--- config.mk ---
export PLATFORM = sky130hd
export DESIGN_NAME = mul_div_unit
export DESIGN_NICKNAME = d
export VERILOG_FILES = /design/src/rtl/mul_div_pkg.sv /design/src/rtl/mul_div_step.sv /design/src/rtl/mul_div_unit.sv
export SDC_FILE = /design/constraint.sdc
export NUM_CORES = 1
export LEC_CHECK = 0
export BUFFER_PORTS_ARGS = -buffer_cell sky130_fd_sc_hd__clkbuf_2
export CORE_MARGIN = 2
export CORE_UTILIZATION = 55
export CTS_BUF_LIST = sky130_fd_sc_hd__clkbuf_8
export DETAILED_ROUTE_END_ITERATION = 10
export PLACE_DENSITY = 0.89
export SLEW_MARGIN = 20
export SYNTH_ARGS = -nofsm -noshare
export SYNTH_HDL_FRONTEND = slang
export SYNTH_SLANG_ARGS = --single-unit
--- constraint.sdc ---
create_clock -name clk -period 13.7 [get_ports clk]
set_input_delay 4.11 -clock clk [delete_from_list [all_inputs] [get_ports clk]]
set_output_delay 4.11 -clock clk [all_outputs]
set_load 0.01 [all_outputs]
--- src/rtl/mul_div_pkg.sv ---
// Shared definitions for the MIPS HI/LO multiply/divide unit: funct codes, FSM states, op kinds.
package mul_div_pkg;

  localparam logic [5:0] FUNCT_MFHI  = 6'b010000;
  localparam logic [5:0] FUNCT_MTHI  = 6'b010001;
  localparam logic [5:0] FUNCT_MFLO  = 6'b010010;
  localparam logic [5:0] FUNCT_MTLO  = 6'b010011;
  localparam logic [5:0] FUNCT_MULT  = 6'b011000;
  localparam logic [5:0] FUNCT_MULTU = 6'b011001;
  localparam logic [5:0] FUNCT_DIV   = 6'b011010;
  localparam logic [5:0] FUNCT_DIVU  = 6'b011011;

  typedef enum logic [1:0] {
    IDLE,
    RUN,
    FIX
  } state_t;

  typedef enum logic {
    OP_MUL,
    OP_DIV
  } op_kind_t;

endpackage

--- src/rtl/mul_div_step.sv ---
// One iteration of shift-add multiply or restoring divide on a 2*WIDTH accumulator.
// Divide datapath is present only when MUL_DIV_DIV_EN is defined.
module mul_div_step
  import mul_div_pkg::*;
#(
  parameter int WIDTH = 32
) (
  input  logic [2*WIDTH-1:0] acc,
  input  logic [WIDTH-1:0]   operand,
  input  op_kind_t           op,
  output logic [2*WIDTH-1:0] acc_next
);

  // Multiply: acc = {partial product, remaining multiplier bits}, LSB selects the add.
  logic [WIDTH:0]     sum;
  logic [2*WIDTH-1:0] mul_next;

  assign sum      = {1'b0, acc[2*WIDTH-1:WIDTH]} + (acc[0] ? {1'b0, operand} : {(WIDTH+1){1'b0}});
  assign mul_next = {sum, acc[WIDTH-1:1]};

`ifdef MUL_DIV_DIV_EN
  // Divide: acc = {partial remainder, dividend bits becoming quotient bits}.
  logic [WIDTH:0]     rem_sh;
  logic [WIDTH:0]     diff;
  logic [2*WIDTH-1:0] div_next;

  assign rem_sh   = acc[2*WIDTH-1:WIDTH-1];
  assign diff     = rem_sh - {1'b0, operand};
  assign div_next = diff[WIDTH] ? {rem_sh[WIDTH-1:0], acc[WIDTH-2:0], 1'b0}
                                : {diff[WIDTH-1:0],   acc[WIDTH-2:0], 1'b1};
  assign acc_next = (op == OP_DIV) ? div_next : mul_next;
`else
  logic unused_op;
  assign unused_op = op;
  assign acc_next  = mul_next;
`endif

endmodule

--- src/rtl/mul_div_unit.sv ---
// Multi-cycle MIPS multiply/divide unit with HI/LO registers (IDLE -> RUN x WIDTH -> FIX).
// Define MUL_DIV_DIV_EN to build the divider; otherwise DIV/DIVU are ignored.
module mul_div_unit
  import mul_div_pkg::*;
#(
  parameter int WIDTH = 32
) (
  input  logic             clk,
  input  logic             rst,
  input  logic             start_i,
  input  logic [5:0]       funct_i,
  input  logic [WIDTH-1:0] op_a_i,
  input  logic [WIDTH-1:0] op_b_i,
  output logic             busy_o,
  output logic             done_o,
  output logic             div_zero_o,
  output logic [WIDTH-1:0] hi_o,
  output logic [WIDTH-1:0] lo_o,
  output logic [WIDTH-1:0] rd_data_o
);

  localparam int CW = $clog2(WIDTH + 1);

  state_t             state, state_next;
  logic [CW-1:0]      count;
  logic [2*WIDTH-1:0] acc, acc_next;
  logic [WIDTH-1:0]   operand;
  logic [WIDTH-1:0]   hi, lo;
  op_kind_t           op_kind;
  logic               neg_main;
  logic               done;

  logic               accept;
  logic               launch;
  logic               launch_div;
  logic               signed_op;
  logic               is_mt_hi;
  logic               is_mt_lo;
  logic [WIDTH-1:0]   mag_a, mag_b;
  logic [2*WIDTH-1:0] prod;
  logic [WIDTH-1:0]   fix_hi, fix_lo;

`ifdef MUL_DIV_DIV_EN
  logic               neg_rem;
  logic               div_zero;
  logic               dz_pulse;
  logic [WIDTH-1:0]   raw_a;
  logic [WIDTH-1:0]   quot, rem;
`endif

  mul_div_step #(.WIDTH(WIDTH)) u_step (
    .acc      (acc),
    .operand  (operand),
    .op       (op_kind),
    .acc_next (acc_next)
  );

  always_ff @(posedge clk or posedge rst) begin
    if (rst) state <= IDLE;
    else     state <= state_next;
  end

  always_comb begin
    state_next = state;
    case (state)
      IDLE:    if (launch) state_next = RUN;
      RUN:     if (count == CW'(WIDTH - 1)) state_next = FIX;
      FIX:     state_next = IDLE;
      default: state_next = IDLE;
    endcase
  end

  always_comb begin
    accept     = start_i && (state == IDLE);
    is_mt_hi   = accept && (funct_i == FUNCT_MTHI);
    is_mt_lo   = accept && (funct_i == FUNCT_MTLO);
    launch_div = 1'b0;
    signed_op  = (funct_i == FUNCT_MULT);
`ifdef MUL_DIV_DIV_EN
    launch_div = (funct_i == FUNCT_DIV) || (funct_i == FUNCT_DIVU);
    signed_op  = signed_op || (funct_i == FUNCT_DIV);
`endif
    launch = accept && (launch_div || (funct_i == FUNCT_MULT) || (funct_i == FUNCT_MULTU));
    // -2^(WIDTH-1) negates to itself, which is the correct unsigned magnitude.
    mag_a  = (signed_op && op_a_i[WIDTH-1]) ? -op_a_i : op_a_i;
    mag_b  = (signed_op && op_b_i[WIDTH-1]) ? -op_b_i : op_b_i;

    prod   = neg_main ? -acc : acc;
    fix_hi = prod[2*WIDTH-1:WIDTH];
    fix_lo = prod[WIDTH-1:0];
`ifdef MUL_DIV_DIV_EN
    quot = acc[WIDTH-1:0];
    rem  = acc[2*WIDTH-1:WIDTH];
    if (op_kind == OP_DIV) begin
      fix_lo = div_zero ? '1    : (neg_main ? -quot : quot);
      fix_hi = div_zero ? raw_a : (neg_rem  ? -rem  : rem);
    end
`endif
  end

  always_ff @(posedge clk or posedge rst) begin
    if (rst) begin
      count    <= '0;
      acc      <= '0;
      operand  <= '0;
      op_kind  <= OP_MUL;
      neg_main <= 1'b0;
      hi       <= '0;
      lo       <= '0;
      done     <= 1'b0;
`ifdef MUL_DIV_DIV_EN
      neg_rem  <= 1'b0;
      div_zero <= 1'b0;
      dz_pulse <= 1'b0;
      raw_a    <= '0;
`endif
    end else begin
      done <= 1'b0;
`ifdef MUL_DIV_DIV_EN
      dz_pulse <= 1'b0;
`endif
      case (state)
        IDLE: begin
          if (launch) begin
            count    <= '0;
            op_kind  <= launch_div ? OP_DIV : OP_MUL;
            acc      <= {{WIDTH{1'b0}}, (launch_div ? mag_a : mag_b)};
            operand  <= launch_div ? mag_b : mag_a;
            neg_main <= signed_op && (op_a_i[WIDTH-1] ^ op_b_i[WIDTH-1]);
`ifdef MUL_DIV_DIV_EN
            neg_rem  <= signed_op && op_a_i[WIDTH-1];
            div_zero <= (op_b_i == '0);
            raw_a    <= op_a_i;
`endif
          end
          if (is_mt_hi) hi <= op_a_i;
          if (is_mt_lo) lo <= op_a_i;
        end
        RUN: begin
          acc   <= acc_next;
          count <= count + 1'b1;
        end
        FIX: begin
          hi   <= fix_hi;
          lo   <= fix_lo;
          done <= 1'b1;
`ifdef MUL_DIV_DIV_EN
          dz_pulse <= (op_kind == OP_DIV) && div_zero;
`endif
        end
        default: ;
      endcase
    end
  end

  assign busy_o    = (state != IDLE);
  assign done_o    = done;
  assign hi_o      = hi;
  assign lo_o      = lo;
  assign rd_data_o = (funct_i == FUNCT_MFHI) ? hi : lo;
`ifdef MUL_DIV_DIV_EN
  assign div_zero_o = dz_pulse;
`else
  assign div_zero_o = 1'b0;
`endif

endmodule

[Word level (Yosys, flattened, before mapping)]
Index checks and enable logic that the tools add are counted.
Widths: inputs -> output; s select.
Word-level totals
  register bits: 170
  word-level logic and storage cells: 60
  output and inout port bits: 99
Cells by class
  muxes and demuxes: 17
  bitwise logic cells: 1
  eq/ne operators: 12
  reduce and logical (&&, ||, !) cells: 17
  add/sub/neg operators: 5
Operators by type and width (count)
  $mux 32: 6
  $mux 64: 2
  $pmux 32 s2: 2
  $pmux 64 s2: 1
  $neg 32->32: 2
  $neg 64->64: 1
  $eq 6x5->1 const B: 6
  $add 32x33->33: 1
  $pmux 6 s2: 1
  $reduce_and 2->1: 5
  $ne 2x2->1 const B: 4
  $logic_and 1x1->1: 7
  $add 6x1->6 const B: 1
  $mux 6: 1
  $reduce_bool 2->1: 3
  $mux 2: 2
  $pmux 2 s2: 1
  $eq 2x1->1 const B: 1
  $eq 2x2->1 const B: 1
  $logic_not 2->1: 1
  $logic_or 1x1->1: 1
  $mux 1: 1
  $xor 1x1->1: 1

[Longest topological paths before layout]
  depth in word-level cells: 5
  depth in mapped cells: 13
  mapped depth without buffers: 13

[Modules after synthesis]
A second synthesis with hierarchy kept.
Unflattened totals
  cells, all modules: 1509
  area, all modules: 12764.7 um^2
Modules (own cells, without submodules)
  mul_div_unit: times used 1, area each 10336.2 um^2, cells an instance 1156
  mul_div_step: times used 1, area each 2428.6 um^2, cells an instance 353

[Worst setup path after synthesis]
No wires, ideal clock.
  path kind: in2out
  start point: input port funct_i[2]
  end point: output port rd_data_o[10]
  arrival: 5351 ps
  path buffers: 1
  setup slack: 4239 ps
  stages: 5
  required time: 9590 ps
  cells stage by stage: nor3b_1 > nor2b_1 > nand2_1 > buf_1 > mux2_2
Between the ends
  cells in the longest elaborated chain, start to end: 2
RTL lines
  from (decl): line mul_div_unit.sv:11  | input logic [5:0] funct_i,
  $eq 6x5->1: line mul_div_unit.sv:160  | assign rd_data_o = (funct_i == FUNCT_MFHI) ? hi : lo;
  $mux 32: line mul_div_unit.sv:160
  to (decl): line mul_div_unit.sv:19  | output logic [WIDTH-1:0] rd_data_o
No other way between the ends.

[Worst setup path in the final report]
  start point: input port funct_i[2]
  end point: output port rd_data_o[18]
Same word-level chain as after synthesis.

==> out/metrics.yaml <==
timing:
  hold_viol_final: 0
  max_clock_freq_mhz: 102.3
  fin_crit_sh_pct: 71.33
  period_minus_slack_ns: 9.773
  setup_violations: 0
  slew_headroom_pct: 25.82
  finClkSkew_ns: 0.01850
  fin_ws_ns: 3.927
  finalSetupTns_ns: 0
  rsz0062_at_grt: "no"
  worst_pin_slew_ns: 1.109
  drv_slew: 0
global_route:
  grt_usage_pct: 31.54
  grt_max_degree: 117
  grt_pass1_wl_um: 55680
  grt-ovfl-total: 0
  antenna_found_initial: 1
  grt_pass1_vias: 10672
  met3_usage_pct: 6.372
  grt_use_met1_pct: 41.81
  grtUsageMet2_pct: 49.68
  grt_busiest_layer: "met2"
yosys:
  ys.flop_type: "dfrtp_1"
  synth_cell_types: 70
  synthCells: 1372
  synth-edff-count: 0
  synth_area_um2: 11690
  syn_area_per_cell_um2: 8.520
  yosysSeqAreaShare_pct: 36.39
  yosysWarnings: 0
  synth_seq_cells: 170
  ys_async_sr_fraction_pct: 100.0
  synth_nets: 1482
clock_network:
  path_clk_slew_ns: 0.10
  numCtsBuffers: 17
  hold_buffers: 0
  clockBufferDepth: 2
  htree_levels: 4
  ctsResizeCount: 0
  cts_tree: "yes"
  clock_latency_ns: 0.49
  clock-sinks: 170
  ctsRootBufferMaster: "clkbuf_8"
  post_cts_buffers: 0
worst_setup_path:
  path_cells: "clkbuf_2, nor3b_1, nor2b_1, nand2_1, buf_4, mux2_2, clkbuf_2"
  startpoint_type: "input pin"
  endpoint_kind: "output port"
  critPathArrivalTime_ns: 5.66
  path_max_fanout: 32
  slowest_stage: "nor2b_1"
  required_ns: 9.59
  crit_top_cell: "clkbuf_2"
  crit_path_max_incr_delay_ns: 0.33
  crit_type: "in -> out"
finish:
  syn_to_final_growth_pct: 11.97
  seqCellArea_um2: 4255
  fin_area_um2: 13090
  nets: 1600
  fillers: 1702
  final_layout_size_suffix_gt1_share_pct: 18.10
  multi_input_area_um2: 7043
floorplan:
  floorplan.initialDensity_pct: 55.79
  rows: 53
  die_y_um: 149.8
  boundaryPins: 172
  die_w_um: 149.8
  core_um2: 20960
  dieArea_um2: 22440
routing:
  first_pass_iters: 6
  wirelength_um: 35830
  drt_iter0_markers: 1289
  drc: 0
  detail-route-antenna-nets: 0
  wl_per_cell_um: 20.14
  vias_per_cell: 6.515
  num_vias: 11590
pwr:
  p_int_mw: 1.139
  switching_share_pct: 43.23
  power_mw: 2.007
  p_leak_nw: 5.797
  vdd_drop_max_mv: 0.09532
  power_switching_uw: 867.7
  power_frac_comb_pct: 37.9
  seq_power_share_pct: 42.4
  power.density_nw_per_um2: 153.3
  p_clk_share_pct: 19.7
placed_design:
  place_area_um2: 12660
  dpl.hpwl_um: 25750
  place_ws_ns: 3.963
  port_buffers: 170
  gp_congestion: 0.9557
outcome:
  status: "completed"
worst_hold_path:
  hold_class: "reg -> reg"
run:
  maxCapViolCount: 0
## path summary, 6_finish.rpt
| check | from | endpoint | slack [ns] | cells after the start |
|---|---|---|---|---|
| max | funct_i[2] | rd_data_o[18] | 3.93 | 7 |
| min reg2reg | operand[7]$_DFFE_PP0P_ | operand[7]$_DFFE_PP0P_ | 0.48 | 2 |
| min in group asynchronous | rst | acc[26]$_DFFE_PP0P_ | 3.71 | 2 |
| max reg2reg | acc[0]$_DFFE_PP0P_ | acc[59]$_DFFE_PP0P_ | 9.24 | 11 |
| max in group asynchronous | rst | operand[12]$_DFFE_PP0P_ | 8.77 | 3 |
| min | operand[7]$_DFFE_PP0P_ | operand[7]$_DFFE_PP0P_ | 0.48 | 2 |
## cell usage in the layout (no fill, tap or decap), types with 4 or more instances in the layout
cell type  Yosys  routed
nand2_1      190     190
clkbuf_2       0     170
dfrtp_1      170     169
o21ai_0      165     165
xor2_1        80      80
nor2_1        77      76
xnor2_1       63      63
a21oi_1       55      55
a22oi_1       52      52
nand3_1       37      37
ha_1          36      36
and2_1        35      35
a31oi_1       33      33
mux2_2        33      33
o31ai_1       27      27
nor4_1        19      19
inv_1         17      17
o41ai_1       17      17
a21o_1        17      17
clkbuf_8       0      17
nor3_1        15      15
or4_1         13      13
buf_4          2      13
or3_1         12      12
and3_1        11      11
nor2b_1       10       9
o21a_1         9       9
nand4_1        8       8
nand2b_1       8       7
inv_6          0       7
or2_2          5       5
mux2i_1        5       5
nor3b_1        4       4
nand3b_1       4       4
a222oi_1       4       4
and4_1         4       4
o21ai_1        4       4
a211oi_1       4       4
## state kept, by name, summed over array words and instances, names as in the netlist
name      count
lo_o         32
state         2
operand      32
hi_o         32
count         6
neg_main      1
acc          64
done_o        1
## layer usage
metal	wire length (µm)	part of all wire [%]	up-vias
met4	1802	5.0	0
met1	14290	40	5512
met5	0	0	-
li1	-	-	5192
met3	3534	9.9	151
met2	16200	45	735
## cell families (layout without fill, tap and decap cells)
logic type                 count (synthesis)  in the layout  synth area share [%]
and+or+nand+nor                          467            467                 19.61
xor gates and xnor gates                 143            143                 10.71
other                                      1              2               0.03208
muxes                                     38             38                 3.607
DFF                                      170            170                 36.39
AOI/OAI and AO/OA                        414            414                 22.16
adders and majority gates                 37             37                 4.024
buffers and inverters                    102            233                 3.468
## final cells by class
cell class | instances | area share [%]
Antenna cell | 1 | 0.01912
Tap cell | 275 | 2.629
Timing Repair Buffer | 183 | 7.246
Clock buffer | 17 | 1.788
Inverter | 18 | 0.5544
Clock inverter | 15 | 1.443
Multi-Input combinational cell | 1100 | 53.81
Sequential cell | 170 | 32.51
## synth_stat cells, types with 10 or more instances
master,instances,area [µm²]
nand2_1,190,713.2
dfrtp_1,170,4254
o21ai_0,165,825.8
xor2_1,80,700.7
nor2_1,77,289.0
clkbuf_1,73,274.0
xnor2_1,63,551.8
a21oi_1,55,275.3
a22oi_1,52,390.4
nand3_1,37,185.2
ha_1,36,450.4
and2_1,35,219.0
a31oi_1,33,206.5
mux2_2,33,371.6
o31ai_1,27,202.7
nor4_1,19,118.9
a21o_1,17,127.6
inv_1,17,63.81
o41ai_1,17,148.9
nor3_1,15,75.07
or4_1,13,97.59
or3_1,12,75.07
and3_1,11,68.82
nor2b_1,10,62.56
## power groups by stage
stage / Combinational (mW) / Sequential [mW] / Clock (mW)
detailed placement: 0.741 / 0.851 / 0
global placement: 0.712 / 0.844 / 0
CTS: 0.749 / 0.843 / 0.389
floorplan: 0.561 / 0.775 / 0
global route: 0.839 / 0.867 / 0.414
finish: 0.760 / 0.852 / 0.395
## through the flow
stage	util, %	hold WS (ns)	instances
after floorplan	-	0.4383	1372
after global placement	60.43	0.4525	1746
after detailed placement	60.43	0.4554	1746
after CTS	62.45	0.4781	1778
after global routing	62.45	0.5107	1778
final	62.46	0.4811	1779
## critical path, delay by kind of cell
family	cells	cell delay, ns
buf+inv	3	0.50
mux	1	0.33
simple gates	3	0.70
Power figures use the tool's default switching activity.
